$ cat src/rtl/ha_pkg.sv
// Shared constants and sizing helpers for the ha_* token-buffer blocks.
package ha_pkg;

  localparam int HA_BW_DEFAULT    = 32;
  localparam int HA_DEPTH_DEFAULT = 4;

  // Occupancy counter width: must represent 0..depth inclusive.
  function automatic int HA_CNT_W(input int depth);
    return $clog2(depth) + 1;
  endfunction

  function automatic int ha_max(input int a, input int b);
    return (a > b) ? a : b;
  endfunction

endpackage

$ cat src/rtl/ha_token_ram.sv
// Token storage: DEPTH x W, one synchronous write port, one asynchronous read port.
module ha_token_ram #(
  parameter int DEPTH = 4,
  parameter int W     = 32,
  localparam int AW   = $clog2(DEPTH)
) (
  input  logic          clk,
  input  logic          we,
  input  logic [AW-1:0] waddr,
  input  logic [W-1:0]  wdata,
  input  logic [AW-1:0] raddr,
  output logic [W-1:0]  rdata
);

  logic [W-1:0] mem_q [DEPTH];

  // No reset: stale contents are never visible because occupancy gates the output.
  always_ff @(posedge clk) begin
    if (we) mem_q[waddr] <= wdata;
  end

  assign rdata = mem_q[raddr];

endmodule

$ cat src/rtl/ha_token_buf.sv
// Valid/ready token FIFO between input and output wrappers, one-cycle latency.
// Optional stall statistics counter enabled by defining HA_TOKEN_BUF_STATS_EN.
module ha_token_buf
  import ha_pkg::*;
#(
  parameter int DataIn_1_BW  = HA_BW_DEFAULT,
  parameter int DataOut_1_BW = HA_BW_DEFAULT,
  parameter int DEPTH        = HA_DEPTH_DEFAULT
) (
  input  logic                        clk,
  input  logic                        rst,
  input  logic [DataIn_1_BW-1:0]      DataIn_1,
  input  logic                        DataIn_1_valid,
  output logic                        DataIn_1_ready,
  output logic [DataOut_1_BW-1:0]     DataOut_1,
  output logic                        DataOut_1_valid,
  input  logic                        DataOut_1_ready,
  output logic [HA_CNT_W(DEPTH)-1:0]  count
`ifdef HA_TOKEN_BUF_STATS_EN
  ,
  output logic [31:0]                 stall_cnt
`endif
);

  // Handshake: a token moves on a clock edge where valid && ready are both high.
  // ready depends only on registered state, never on the downstream ready input.

  localparam int AW = $clog2(DEPTH);
  localparam int CW = HA_CNT_W(DEPTH);
  localparam int XW = ha_max(DataIn_1_BW, DataOut_1_BW);
  localparam logic [CW-1:0] FULL_CNT = CW'(DEPTH);

  logic [AW-1:0]          wr_ptr_q, wr_ptr_d;
  logic [AW-1:0]          rd_ptr_q, rd_ptr_d;
  logic [CW-1:0]          count_q, count_d;
  logic                   rst_done_q, rst_done_d;
  logic                   push, pop;
  logic [DataIn_1_BW-1:0] ram_rdata;
  logic [XW-1:0]          rd_ext;

  // rst_done_q keeps ready low until the first edge after reset release.
  assign DataIn_1_ready  = rst_done_q && (count_q != FULL_CNT);
  assign DataOut_1_valid = (count_q != '0);
  assign push            = DataIn_1_valid && DataIn_1_ready;
  assign pop             = DataOut_1_valid && DataOut_1_ready;
  assign count           = count_q;

  always_comb begin
    wr_ptr_d   = wr_ptr_q;
    rd_ptr_d   = rd_ptr_q;
    count_d    = count_q;
    rst_done_d = 1'b1;
    if (push) wr_ptr_d = wr_ptr_q + AW'(1);
    if (pop)  rd_ptr_d = rd_ptr_q + AW'(1);
    case ({push, pop})
      2'b10:   count_d = count_q + CW'(1);
      2'b01:   count_d = count_q - CW'(1);
      default: count_d = count_q;
    endcase
  end

  always_ff @(posedge clk or negedge rst) begin
    if (!rst) begin
      wr_ptr_q   <= '0;
      rd_ptr_q   <= '0;
      count_q    <= '0;
      rst_done_q <= 1'b0;
    end else begin
      wr_ptr_q   <= wr_ptr_d;
      rd_ptr_q   <= rd_ptr_d;
      count_q    <= count_d;
      rst_done_q <= rst_done_d;
    end
  end

  ha_token_ram #(
    .DEPTH (DEPTH),
    .W     (DataIn_1_BW)
  ) u_ram (
    .clk   (clk),
    .we    (push),
    .waddr (wr_ptr_q),
    .wdata (DataIn_1),
    .raddr (rd_ptr_q),
    .rdata (ram_rdata)
  );

  // Widen to the larger width first so narrowing truncates and widening zero-extends.
  always_comb begin
    rd_ext    = XW'(ram_rdata);
    DataOut_1 = DataOut_1_valid ? rd_ext[DataOut_1_BW-1:0] : '0;
  end

`ifdef HA_TOKEN_BUF_STATS_EN
  logic [31:0] stall_cnt_q, stall_cnt_d;

  always_comb begin
    stall_cnt_d = stall_cnt_q;
    if (rst_done_q && DataIn_1_valid && !DataIn_1_ready && (stall_cnt_q != '1))
      stall_cnt_d = stall_cnt_q + 32'd1;
  end

  always_ff @(posedge clk or negedge rst) begin
    if (!rst) stall_cnt_q <= '0;
    else      stall_cnt_q <= stall_cnt_d;
  end

  assign stall_cnt = stall_cnt_q;
`endif

endmodule

$ cat config.mk
export PLATFORM = sky130hd
export DESIGN_NAME = ha_token_buf
export DESIGN_NICKNAME = d
export VERILOG_FILES = /design/src/rtl/ha_pkg.sv /design/src/rtl/ha_token_ram.sv /design/src/rtl/ha_token_buf.sv
export SDC_FILE = /design/constraint.sdc
export NUM_CORES = 1
export LEC_CHECK = 0
export CORE_ASPECT_RATIO = 0.8
export CORE_MARGIN = 3
export CORE_UTILIZATION = 50
export DETAILED_ROUTE_END_ITERATION = 16
export PLACE_DENSITY = 0.8
export SLEW_MARGIN = 20
export SYNTH_ARGS = -nofsm -noshare
export SYNTH_HDL_FRONTEND = slang
export SYNTH_HIERARCHICAL = 1
export SYNTH_SLANG_ARGS = --single-unit
export TNS_END_PERCENT = 50
$ cat constraint.sdc
create_clock -name clk -period 5.6 [get_ports clk]
set_input_delay 0.56 -clock clk [delete_from_list [all_inputs] [get_ports clk]]
set_output_delay 0.56 -clock clk [all_outputs]
set_load 0.005 [all_outputs]
==> impl_results.md, run 1 <==
* Worst VDD drop at ~310 uV
* Placer Congestion at between 0.6 and 0.7
* Max-slew violations at 0
* Pre-antenna DRT Iters at 4
* Core Box Area at about 10000 um^2
* Reg clk slew, reported paths at 0.05 ns
* Setup Total Neg Slack at 0 ns
* DR vias at around 2500
* Most used cells in the layout excluding fill and tap cells: 128 x edfxtp_1, 72 x clkdlybuf4s50_1, 32 x and2_1, 30 x mux4_2, 17 x clkbuf_16
* Clk root buf: clkbuf_16
* Layout cells sized above 1 at 19.5%
* Post-DP HPWL at 5470 um
* Startpoint Class: register
* Register area share after synthesis at 76.2%
* Mapped cell area at 5310 um^2
* Ant diodes at 0
* Synth Area per Inst at 22.2 um^2
* Clock insertion delay at the later pin of the skew report at roughly 0.4 ns
* Setup ws final at 2.27 ns
* # setup viols final at 0
* Status: completed
* Initial cell density of the core at 53.1%
* Total power at 3.40 mW
* Vias in the first global route at 2702
* Tmin final at 3.33 ns
* Fin. Hold Viols at 0
* Grt total ovfl at 0
* Port bufs at 72
* Hold buffer count at cts at 0
* Commonest non-fill, non-tap cell in the layout: edfxtp_1
* Power density cells at approximately 500 nW/um^2
* Synthesis-stage register bit count at 136
* R2R Path End: count[2]
* DR DRC count at 0
* Required time of the worst setup path at 5.04 ns
* GRT Resource Usage Total at around 17%
* Tightest Pin Transition at approximately 0.9 ns
* Multi-input logic area at between 1000 and 1500 um^2
* Post-cts resize count at 0
* Vias per cell at 5.36
* Top cells by area, synth: edfxtp_1 72%, mux4_2 13%, and2_1 3.8%
* WS Path Type: reg2out
* Setup bufs post-CTS at 0
* First-pass GRT wire length at 15000 um
* H-Tree Level Count at 4
* Post-route ant nets at 0
* Routed wire length at roughly 9500 um
* Setup crit end kind: output port
* Worst hold path class: in2async
* CP arrival at 2.77 ns
* Nets@finish at 359
* Layout Skew at 0.00595 ns
* Unrepaired setup endpoints after global routing: no
* DRT iter0 DRCs at 238
* Post-Syn Instances at 239
* RR Startpoint: count[2]
* Clock buffer count from CTS at 17
* Register area at 4050 um^2
* Wire length per cell at approximately 20 um
* CTS tree: yes
* Die width at around 120 um
* Pin count of the biggest net entering global routing at 36
* Register-to-Register Path Depth at 8
* Tcrit/Tclk final at 59.4%
* CTS Buffer Depth at 2
* Clock Sink Count at 136
* Pre-CTS WS at 2.63 ns
* Placed instance count at 438
* Worst Setup SP: rd_ptr_q[0]
* Site Rows at 32
* Leak at 2.21 nW
* Top cell type's share of synthesized area at a little over 70%
* YS warnings at 6
* Max Freq at between 300 and 400 MHz
* Initial antenna violation count at 0
* R2R Setup Slk at 3.17 ns
* Synth cell types at 24
* Synth area leader: edfxtp_1
* Die footprint at roughly 12000 um^2
* Relative slew slack at 40.0%
* Max Cap Violations at 0
* Fillcell total at 682
* Die Y at just under 100 um
* Worst Hold Slack at 0.433 ns
* Syn Nets at 277
* Critical path peak fanout at 19
* IO Count at 73
* Fin cells at 470
* Area grow syn2layout at 25.1%
## Yosys cell counts (all sizes together)
| library cell | number |
|---|---|
| fa | 1 |
| and2 | 33 |
| xnor2 | 2 |
| and3 | 1 |
| ha | 1 |
| buf | 11 |
| nand2 | 1 |
| mux4 | 32 |
| inv | 4 |
| nor3b | 3 |
| and3b | 2 |
| conb | 1 |
| nand3 | 1 |
| edfxtp | 128 |
| mux2i | 1 |
| dfrtp | 8 |
| xor2 | 5 |
| nor2b | 1 |
| or3 | 1 |
| nor2 | 2 |
## logic make-up (layout without fill, tap and decap cells)
family        after synthesis  in the layout  share of synthesized area, %
xor+xnor                    7              7                          1.15
flops                     136            136                          76.2
buf+inv                    15            110                          2.76
other cells                 1              1                        0.0706
simple gates               45             45                          5.35
mux                        33             33                          13.9
fa+ha+maj                   2              2                         0.613
## registers in the layout (all words and copies together), names as in the netlist
name / cells
u_ram/mem_q: 128
rd_ptr_q: 2
wr_ptr_q: 2
rst_done_q: 1
count: 3
## area by class of cell
cell class	count	area share [%]
well taps	136	2.56
multi-input cells	88	17.0
flip-flops and latches	136	60.9
repair buffers	74	11.1
clock buffers	19	6.52
inverters	4	0.226
clock inverters	13	1.68
## routing by layer
metal  GRT usage, %  wire length (um)
met1           23.5              4160
met2           26.3              4660
met5              0                 0
met4           5.77               136
met3           6.43               525
## where the power goes
group	internal, mW	switching, mW	total, mW
registers	1.25	0.130	1.38
logic	0.655	0.350	1.00
clock network	0.641	0.376	1.02
## metrics by stage
step	area (um^2)	util (%)
4_1_cts	6640	66.3
3_3_place_gp	6100	60.9
6_report	6640	66.4
3_5_place_dp	6100	60.9
2_1_floorplan	5310	-
5_1_grt	6640	66.4
## worst max path at each step
| stage | to | slack [ns] | cells after the start |
|---|---|---|---|
| after global placement | DataOut_1[0] | 2.65 | 4 |
| final | DataOut_1[20] | 2.27 | 4 |
| after CTS | DataOut_1[31] | 2.18 | 4 |
| after detailed placement | DataOut_1[31] | 2.63 | 4 |
| after global routing | DataOut_1[31] | 2.05 | 4 |
| after floorplan | u_ram/mem_q[0][0] | 1.87 | 3 |
## critical path, stage by stage, from the launching register on
cell	delay (ns)
dfrtp_2	0.72
buf_4	0.45
mux4_2	0.58
and2_1	0.16
clkdlybuf4s50_1	0.45
(Power assumes the default switching activity.)
==> run 2, diff against run 1 <==
Clock period 5.6 ns to 3.4 ns, I/O delays scaled along.
==> impl_results.md, run 2 (synthesis gave the netlist of run 1 again) <==
* DR DRC count at 0
* Nets@finish at ~360
* Tcrit/Tclk final at around 83%
* Critical path peak fanout at 35
* Hold buffer count at cts at 0
* Setup crit end kind: output port
* Worst VDD drop at 522 uV
* Vias per cell at 5.42
* Wire length per cell at 19.8 um
* Total power at 5.83 mW
* Die Y at 98.2 um
* Post-DP HPWL at 5530 um
* Ant diodes at 0
* Power density cells at 864 nW/um^2
* Layout Skew at 0.00697 ns
* Routed wire length at 9400 um
* Register-to-Register Path Depth at 8
* Max Freq at 353 MHz
* # setup viols final at 0
* Worst hold path class: in2async
* Pre-antenna DRT Iters at 5
* Die width at approximately 120 um
* Unrepaired setup endpoints after global routing: no
* Max reg flops at approximately 130
* Leak at 2.26 nW
* Placer Congestion at 0.716
* Grt total ovfl at 0
* Die footprint at 11900 um^2
* H-Tree Level Count at 4
* Register with the most flip-flops: u_ram/mem_q
* Area grow syn2layout at 27.2%
* DRT iter0 DRCs at 158
* First-pass GRT wire length at ~14000 um
* Tightest Pin Transition at 1.04 ns
* Initial antenna violation count at 0
* Startpoint Class: register
* Status: completed
* Reg clk slew, reported paths at 0.06 ns
* Site Rows at 32
* Required time of the worst setup path at 3.06 ns
* Most used cells in the layout excluding fill and tap cells: 128 x edfxtp_1, 72 x clkdlybuf4s50_1, 32 x and2_1, 30 x mux4_2, 17 x clkbuf_16
* Setup Total Neg Slack at 0 ns
* Layout cells sized above 1 at around 22%
* Fin. Hold Viols at 0
* Relative slew slack at 30.8%
* CP arrival at 2.49 ns
* IO Count at 73
* R2R Path End: count[2]
* RR Startpoint: count[0]
* CTS Buffer Depth at 2
* Tmin final at 2.83 ns
* Clk root buf: clkbuf_16
* Post-route ant nets at 0
* Max Cap Violations at 0
* Worst Setup SP: count[2]
* Critical path capture point: DataOut_1[21]
* Post-cts resize count at 0
* Pin count of the biggest net entering global routing at 36
* Vias in the first global route at ~2700
* Max-slew violations at 0
* DR vias at 2571
* Clock Sink Count at roughly 140
* GRT Resource Usage Total at approximately 17%
* WS Path Type: reg2out
* Core Box Area at between 10000 and 15000 um^2
* R2R Setup Slk at about 0.75 ns
* Port bufs at 72
* Setup bufs post-CTS at 0
* Initial cell density of the core at ~53%
* Clock insertion delay at the later pin of the skew report at just over 0.4 ns
* Commonest non-fill, non-tap cell in the layout: edfxtp_1
* Clock buffer count from CTS at 17
* CTS tree: yes
## run 2: report_power, final
part | internal, mW | total, mW | switching (mW) | leakage, nW
combinational | 1.11 | 1.72 | 0.614 | 0.720
clock | 1.22 | 1.87 | 0.648 | 0.289
sequential | 2.06 | 2.25 | 0.190 | 1.25
## run 2: worst max-delay path, cell delays in order, from the launching register on
cell and delay, ns:
dfrtp_1 0.40, or3_1 0.81, and2_1 0.40, clkdlybuf4s50_1 0.46
## run 2: final cells by class
cell class / instances / area [um^2]
clock inverter: 13 / 179
inverter: 4 / 15.0
multi-input combinational: 88 / 1130
clock buffer: 19 / 433
fill: 664 / 3250
tap: 136 / 170
sequential: 136 / 4050
timing repair buffer: 78 / 778
## run 2: routing by layer
layer | vias up | global-route usage, % | wire length [um]
met5 | - | 0 | 0
met4 | 0 | 8.53 | 163
met3 | 17 | 5.10 | 646
met2 | 94 | 27.1 | 4680
met1 | 1325 | 21.3 | 3910
li1 | 1135 | - | -
## run 2: worst min path at each step
stage	start	to
2_1_floorplan	rst	count[0]
3_3_place_gp	count[2]	count[2]
3_5_place_dp	count[2]	count[2]
4_1_cts	rst	count[2]
5_1_grt	rst	count[2]
6_report	rst	count[2]
## run 2: through the flow
stage / setup slack (ns) / cell area (um^2) / instances / utilization (%) / hold slack [ns]
6_report: 0.569 / 6760 / 474 / 67.5 / 0.213
5_1_grt: 0.416 / 6760 / 474 / 67.5 / 0.231
4_1_cts: 0.512 / 6760 / 474 / 67.5 / 0.206
3_5_place_dp: 0.758 / 6140 / 442 / 61.4 / 0.498
3_3_place_gp: 0.811 / 6140 / 442 / 61.4 / 0.483
2_1_floorplan: 0.828 / 5320 / 239 / - / 0.0444
